### src/rtl/uart_rx_stream.sv
// uart_rx_stream: 8N1 UART receiver delivering bytes on a valid/ready stream.
// Define UART_RX_PARITY_EN to add an even-parity bit and parity_error.
module uart_rx_stream #(
    parameter int CLKS_PER_BIT = 100,
    parameter int DATA_BITS    = 8
) (
    input  logic                 clk,
    input  logic                 reset,
    input  logic                 rxd,
    output logic [DATA_BITS-1:0] m_data,
    output logic                 m_valid,
    input  logic                 m_ready,
    output logic                 framing_error,
    output logic                 overrun_error,
    output logic                 parity_error
);

    localparam int CNTW = $clog2(CLKS_PER_BIT);
    localparam int IDXW = (DATA_BITS > 1) ? $clog2(DATA_BITS) : 1;

    localparam logic [CNTW-1:0] HALF = CNTW'(CLKS_PER_BIT / 2 - 1);
    localparam logic [CNTW-1:0] FULL = CNTW'(CLKS_PER_BIT - 1);
    localparam logic [IDXW-1:0] LAST = IDXW'(DATA_BITS - 1);

    typedef enum logic [2:0] {
        IDLE   = 3'd0,
        START  = 3'd1,
        DATA   = 3'd2,
        STOP   = 3'd3,
        BREAK  = 3'd4
`ifdef UART_RX_PARITY_EN
        ,
        PARITY = 3'd5
`endif
    } state_t;

    state_t               state;
    state_t               state_n;
    logic                 sync1;
    logic                 rxd_s;
    logic [CNTW-1:0]      cnt;
    logic [CNTW-1:0]      cnt_n;
    logic [IDXW-1:0]      idx;
    logic [IDXW-1:0]      idx_n;
    logic [DATA_BITS-1:0] shreg;
    logic [DATA_BITS-1:0] shreg_n;
    logic                 expire;
    logic                 frame_done;
    logic                 stop_ok;
    logic                 frame_ok;

    // Preset to idle-high so reset never fakes a start bit.
    always_ff @(posedge clk) begin
        if (reset) begin
            sync1 <= 1'b1;
            rxd_s <= 1'b1;
        end else begin
            sync1 <= rxd;
            rxd_s <= sync1;
        end
    end

    assign expire = (cnt == '0);

`ifdef UART_RX_PARITY_EN
    logic par_bad;
    logic par_bad_n;
`endif

    always_comb begin
        state_n    = state;
        cnt_n      = expire ? cnt : cnt - 1'b1;
        idx_n      = idx;
        shreg_n    = shreg;
        frame_done = 1'b0;
        stop_ok    = 1'b0;
`ifdef UART_RX_PARITY_EN
        par_bad_n  = par_bad;
`endif
        unique case (state)
            IDLE: begin
                if (!rxd_s) begin
                    state_n = START;
                    cnt_n   = HALF;
                end
            end
            START: begin
                if (expire) begin
                    if (!rxd_s) begin
                        state_n = DATA;
                        cnt_n   = FULL;
                        idx_n   = '0;
                    end else begin
                        state_n = IDLE;
                    end
                end
            end
            DATA: begin
                if (expire) begin
                    shreg_n[idx] = rxd_s;
                    cnt_n        = FULL;
                    idx_n        = idx + 1'b1;
                    if (idx == LAST) begin
`ifdef UART_RX_PARITY_EN
                        state_n = PARITY;
`else
                        state_n = STOP;
`endif
                    end
                end
            end
`ifdef UART_RX_PARITY_EN
            PARITY: begin
                if (expire) begin
                    par_bad_n = (^shreg) ^ rxd_s;
                    cnt_n     = FULL;
                    state_n   = STOP;
                end
            end
`endif
            STOP: begin
                if (expire) begin
                    frame_done = 1'b1;
                    stop_ok    = rxd_s;
                    state_n    = rxd_s ? IDLE : BREAK;
                end
            end
            BREAK: begin
                if (rxd_s) begin
                    state_n = IDLE;
                end
            end
            default: begin
                state_n = IDLE;
            end
        endcase
    end

`ifdef UART_RX_PARITY_EN
    assign frame_ok = frame_done & stop_ok & ~par_bad;

    // A bad stop bit takes priority, so parity is only flagged on a clean stop.
    always_ff @(posedge clk) begin
        if (reset) begin
            par_bad      <= 1'b0;
            parity_error <= 1'b0;
        end else begin
            par_bad      <= par_bad_n;
            parity_error <= frame_done & stop_ok & par_bad;
        end
    end
`else
    assign frame_ok     = frame_done & stop_ok;
    assign parity_error = 1'b0;
`endif

    always_ff @(posedge clk) begin
        if (reset) begin
            state         <= IDLE;
            cnt           <= '0;
            idx           <= '0;
            shreg         <= '0;
            m_data        <= '0;
            m_valid       <= 1'b0;
            framing_error <= 1'b0;
            overrun_error <= 1'b0;
        end else begin
            state         <= state_n;
            cnt           <= cnt_n;
            idx           <= idx_n;
            shreg         <= shreg_n;
            framing_error <= frame_done & ~stop_ok;
            overrun_error <= frame_ok & m_valid & ~m_ready;
            // Accept and reload in one cycle keeps the stream back-to-back.
            if (frame_ok && (!m_valid || m_ready)) begin
                m_data  <= shreg;
                m_valid <= 1'b1;
            end else if (m_ready) begin
                m_valid <= 1'b0;
            end
        end
    end

endmodule

### config.mk
export PLATFORM = sky130hd
export DESIGN_NAME = uart_rx_stream
export DESIGN_NICKNAME = d
export VERILOG_FILES = /design/src/rtl/uart_rx_stream.sv
export SDC_FILE = /design/constraint.sdc
export NUM_CORES = 1
export LEC_CHECK = 0
export BUFFER_PORTS_ARGS = -buffer_cell sky130_fd_sc_hd__buf_4
export CAP_MARGIN = 0
export CORE_ASPECT_RATIO = 1.4
export CORE_UTILIZATION = 55
export CTS_CLUSTER_SIZE = 20
export DETAILED_ROUTE_END_ITERATION = 8
export PLACE_DENSITY = 0.76
export SLEW_MARGIN = 20
export SYNTH_ARGS = -nofsm -noshare
export SYNTH_HDL_FRONTEND = slang
export SYNTH_SLANG_ARGS = --single-unit
### constraint.sdc
create_clock -name clk -period 5.85 [get_ports clk]
set_clock_uncertainty 0.1 [all_clocks]
set_input_delay 0.2925 -clock clk [delete_from_list [all_inputs] [get_ports clk]]
set_output_delay 0.2925 -clock clk [all_outputs]
set_load 0.01 [all_outputs]
== Word-level counts from Yosys, hierarchy flattened ==
Index checks and enable logic that the tools add are counted.

* Add/subtract/negate cells: 2
* Magnitude comparators: 2
* Equal/unequal tests: 12
* Muxes and demuxes: 28
* Bitwise gates (word level): 6
* Reductions and logical operators: 11

{| class="wikitable"
|+ Operators with widths
! cell !! count
|-
| $mux 7 || 5
|-
| $mux 3 || 10
|-
| $pmux 7 s3 || 1
|-
| $pmux 3 s5 || 1
|-
| $ne 2x2->1 const B || 7
|-
| $bwmux 8 || 1
|-
| $logic_not 7->1 || 1
|-
| $mux 1 || 7
|-
| $sub 7x1->7 const B || 1
|-
| $eq 3x2->1 const B || 2
|-
| $eq 3x3->1 const B || 2
|-
| $pmux 3 s2 || 1
|-
| $reduce_and 6->1 || 1
|-
| $and 1x1->1 || 4
|-
| $lt 3x4->1 const B || 1
|-
| $reduce_and 4->1 || 1
|-
| $reduce_bool 2->1 || 2
|-
| $add 3x1->3 const B || 1
|-
| $demux 1 s3 || 1
|-
| $eq 3x1->1 const B || 1
|-
| $ge 3x1->1 const B || 1
|-
| $logic_not 3->1 || 1
|-
| $logic_and 1x1->1 || 2
|-
| $mux 2 || 1
|-
| other kinds (4) || 5
|}

* Register bits after elaboration: 34
* Output and inout bits: 12
* Word-level logic and storage cells: 71

== Depth between registers and ports, before layout ==
* Depth in word-level cells: 6
* Gate-level depth with buffers: 7

== Least setup slack after synthesis ==
OpenSTA, ideal clock, no wires.

* Kind: register to register
* Start point: register cnt[0]
* End point: register shreg[1]
* Data arrival time: 1.939 ns
* Data required time: 5.678 ns
* Slack: 3.740 ns
* Stages on the path, launching flop included: 8
* Cells stage by stage: dfxtp_1 -> inv_1 -> ha_1 -> or4b_4 -> or3_4 -> buf_6 -> nor4_4 -> mux2i_1

* Longest elaborated chain between the ends: 2

{| class="wikitable"
|+ RTL lines
! element !! line !! source
|-
| from (decl) || 41 || <nowiki>logic [CNTW-1:0] cnt;</nowiki>
|-
| from (signal assigned) || 169 || <nowiki>cnt <= cnt_n;</nowiki>
|-
| $logic_not 7->1 || 63 || <nowiki>assign expire = (cnt == '0);</nowiki>
|-
| $reduce_and 2->1 (no source line) || -- ||
|-
| to (signal assigned) || 171 || <nowiki>shreg <= shreg_n;</nowiki>
|-
| to (decl) || 45 || <nowiki>logic [DATA_BITS-1:0] shreg;</nowiki>
|}

Every way passes these cells.
A chain may end at the register's enable or synchronous reset.

== Final worst setup path ==
* Start point: register cnt[0]
* End point: register idx[0]

* Longest elaborated chain between the ends: 3
* Elaborated cells on any way between the ends: 4
* Classes of those cells: eq/ne (2); reduce/logical (2)

{| class="wikitable"
|+ RTL lines
! element !! line !! source
|-
| $logic_not 7->1 * || 63 ||
|-
| $ne 2x2->1 (no source line) || -- ||
|-
| $reduce_and 4->1 (no source line) * || -- ||
|-
| to (signal assigned) || 170 || <nowiki>idx <= idx_n;</nowiki>
|-
| to (decl) || 43 || <nowiki>logic [IDXW-1:0] idx;</nowiki>
|}

Mark *: on every way between the ends. The rest lies on a longest branch, timed or not.

==> results_dict.tcl <==
set metrics [dict create \
    status "complete, no violations" \
    drtPass1Iterations 4 \
    power-per-cell-area_mw_per_mm2 426 \
    final.period_utilization_pct 43.4 \
    min_to "sync1" \
    core-area_mm2 0.00285 \
    portBuffers 14 \
    synth_top_family_by_area "simple AND/OR/NAND/NOR gates" \
    sw_frac_of_total_pct 37.0 \
    synth-compound-area-share_pct 14.2 \
    crit_required_ns 5.93 \
    cts_buffers 5 \
    wl_per_cell_um 15.5 \
    yosys_warnings 0 \
    final.setup.tns_ns 0 \
    synth_simple_gate_area_share_pct 28.6 \
    async_flop_share_pct 0 \
    r2r_end "idx[0]" \
    synth_mux_area_share_pct 5.59 \
    setup_viol 0 \
    rsz0062_at_grt "false" \
    routed_via_density 5.92 \
    critPathLaunchType "flip-flop" \
    cp_num_cells 6 \
    grt_max_degree 30 \
    cts_max_level 2 \
    vias 1361 \
    switching_power_w 0.000291 \
    cp-end-kind "flip-flop" \
    dpl.hpwl_mm 2.46 \
    hold_depth 2 \
    synth_xor_area_share_pct 2.14 \
    clkPwrFrac_pct 27.6 \
    cts_sinks 34 \
    synthCells 181 \
    rows 23 \
    arrival_ns 2.62 \
    timing_hold_violations_final 0 \
    die_area_mm2 0.00320 \
    worstPathCellList "inv_1, ha_1, or4b_4, nor3_2, a21oi_1, mux2_2" \
    p_seq_share_pct 36.6 \
    design_area_mm2 0.00185 \
    diodes 0 \
    max_slew_margin_pct 45.9 \
    insertion_delay_ns 0.29 \
    ys_ff_latch 34 \
    slowest_delay_ns 0.63 \
    ctsHoldBuffers 0 \
    rr_startpoint "cnt[0]" \
    synth_edf_count 0 \
    comb_power_share_pct 35.8 \
    cp_slowest_cell "nor3_2" \
    worstSetupPathType "reg2reg" \
    grt_use_met3_pct 7.59 \
    syn_nets 190 \
    top_usage_layer "met2" \
    place_area_mm2 0.00174 \
    synth_seq_area_share_pct 41.6 \
    tightestPinTransition_ns 0.807 \
    ant_nets 0 \
    fin_nets 201 \
    cp_num_buf_inv 1 \
    synthToLayoutAreaGrowth_pct 13.1 \
    holdCritPathClass "in2reg" \
    synthAdderAreaFrac_pct 3.83 \
    cellLeakagePower_nw 0.718 \
    hold_ws_ns 0.0869 \
    grt_pass1_vias 1327 \
    ctsResizeCount 0 \
    final_layout_size_suffix_gt1_share_pct 17.1 \
    route.detailed.drc 0 \
    tritoncts "done" \
    use_met2_pct 44.6 \
    reg2reg_slack_ns 3.31 \
    ir_drop_mv 0.228 \
    fmax_mhz 394 \
    avgSynthCellArea_um2 9.03 \
    cts.clk_slew.worst_paths_ns 0.07 \
    gp_congestion 0.874 \
    die_h_um 66.5 \
    place_ws_ns 3.35 \
    drt_iter0_markers 45 \
    num_io_pins 16 \
    track_usage_pct 25.9 \
    synth_area_mm2 0.00164 \
    initial_utilization_pct 57.4 \
    synth_cell_types 46 \
    grt_first_pass_wirelength_mm 5.73 \
    grt_remaining_overflow 0 \
    min_from "rxd" \
    drt_wl_total_mm 3.56 \
    post_cts_buffers 0 \
    antenna_found_initial 0 \
    worstRegToRegCells 6 \
    die_x_um 48.1 \
    cap_violations 0 \
    drv_slew 0 \
    grt_util_met1_pct 26.9 \
    cp_max_fo 15 \
    synth_ff_type "dfxtp_1" \
    internal_power_w 0.000497 \
    cts_max_path_buffers 2 \
    fin_ws_ns 3.31 \
    critPathTopFamily "simple AND/OR/NAND/NOR gates" \
    clk_root_buffer_cell "clkbuf_8" \
    finalCriticalPeriod_ns 2.54 \
]
## cell usage after synthesis, types with 2 or more instances
cell | number | area [µm²]
nor2_1 | 14 | 52.6
inv_1 | 3 | 11.3
nor2b_1 | 2 | 12.5
dfxtp_1 | 34 | 681
nor4_1 | 3 | 18.8
o21ai_0 | 11 | 55.1
nand4b_1 | 3 | 26.3
xnor2_1 | 3 | 26.3
or2_2 | 5 | 31.3
nor3_1 | 5 | 25.0
a311oi_1 | 2 | 17.5
nand4_1 | 3 | 18.8
mux2i_1 | 8 | 80.1
a22o_1 | 2 | 17.5
a21oi_1 | 15 | 75.1
clkbuf_1 | 5 | 18.8
nor3b_1 | 2 | 15.0
nand3_1 | 13 | 65.1
ha_1 | 5 | 62.6
nand2_1 | 4 | 15.0
nand2b_1 | 14 | 87.6
## cells by family after synthesis
| group | count (synthesis) |
|---|---|
| AND/OR/NAND/NOR | 77 |
| AO/OA/AOI/OAI | 38 |
| flip-flops | 34 |
| buffers and inverters | 13 |
| multiplexers | 9 |
| adder cells (fa/ha/maj) | 5 |
| XOR/XNOR | 4 |
| other | 1 |
## power by group through the flow
stage / clock, W / combinational [W] / sequential (W)
after floorplan: 0 / 0.000236 / 0.000284
after global placement: 0 / 0.000264 / 0.000291
after detailed placement: 0 / 0.000275 / 0.000293
after CTS: 0.000222 / 0.000282 / 0.000287
after global routing: 0.000233 / 0.000313 / 0.000292
final: 0.000217 / 0.000282 / 0.000288
## metal layers
metal  routed length (µm)  share of wire (%)
met1                 1350                 38
met2                 2010                 56
met3                  114                3.2
met4                   93                2.6
met5                    0                  0
## worst max path at each step
| stage | from | endpoint |
|---|---|---|
| 5_1_grt | cnt[0] | idx[0] |
| 2_1_floorplan | cnt[0] | shreg[1] |
| 4_1_cts | cnt[0] | idx[0] |
| 3_5_place_dp | cnt[0] | idx[0] |
| 3_3_place_gp | cnt[0] | idx[0] |
| 6_report | cnt[0] | idx[0] |
## through the flow
step	util, %	std cells	total power [W]
floorplan	-	181	0.000520
global placement	60.9	222	0.000555
detailed placement	60.9	222	0.000568
CTS	64.9	230	0.000792
global route	64.9	230	0.000839
finish	64.9	230	0.000788
## flip-flops by register name, indices dropped and copies added, names as in the netlist
register       flops
cnt                7
framing_error      1
idx                3
m_data             8
m_valid            1
overrun_error      1
rxd_s              1
shreg              8
state              3
sync1              1
## worst register-to-register path, stage by stage, from the launching register on
cell,delay [ns]
dfxtp_1,0.34
inv_1,0.10
ha_1,0.21
or4b_4,0.51
nor3_2,0.63
a21oi_1,0.23
mux2_2,0.30
## cell usage in the layout, fill, tap and decap left out, types with 3 or more instances in the layout
cell,n
dfxtp_1,34
a21oi_1,15
nor2_1,14
nand2b_1,14
buf_4,14
nand3_1,13
o21ai_0,11
mux2i_1,8
or2_2,5
nor3_1,5
ha_1,5
clkbuf_8,5
nand2_1,4
inv_1,3
nand4b_1,3
nor4_1,3
xnor2_1,3
nand4_1,3
## area by class of cell
type	instances	area, µm²
timing repair buffer	14	105
clock buffer	5	68.8
inverter	3	11.3
multi-input combinational	134	892
fill	246	1000
clock inverter	3	45.0
sequential	34	681
tap	37	46.3
(Power assumes the default switching activity.)
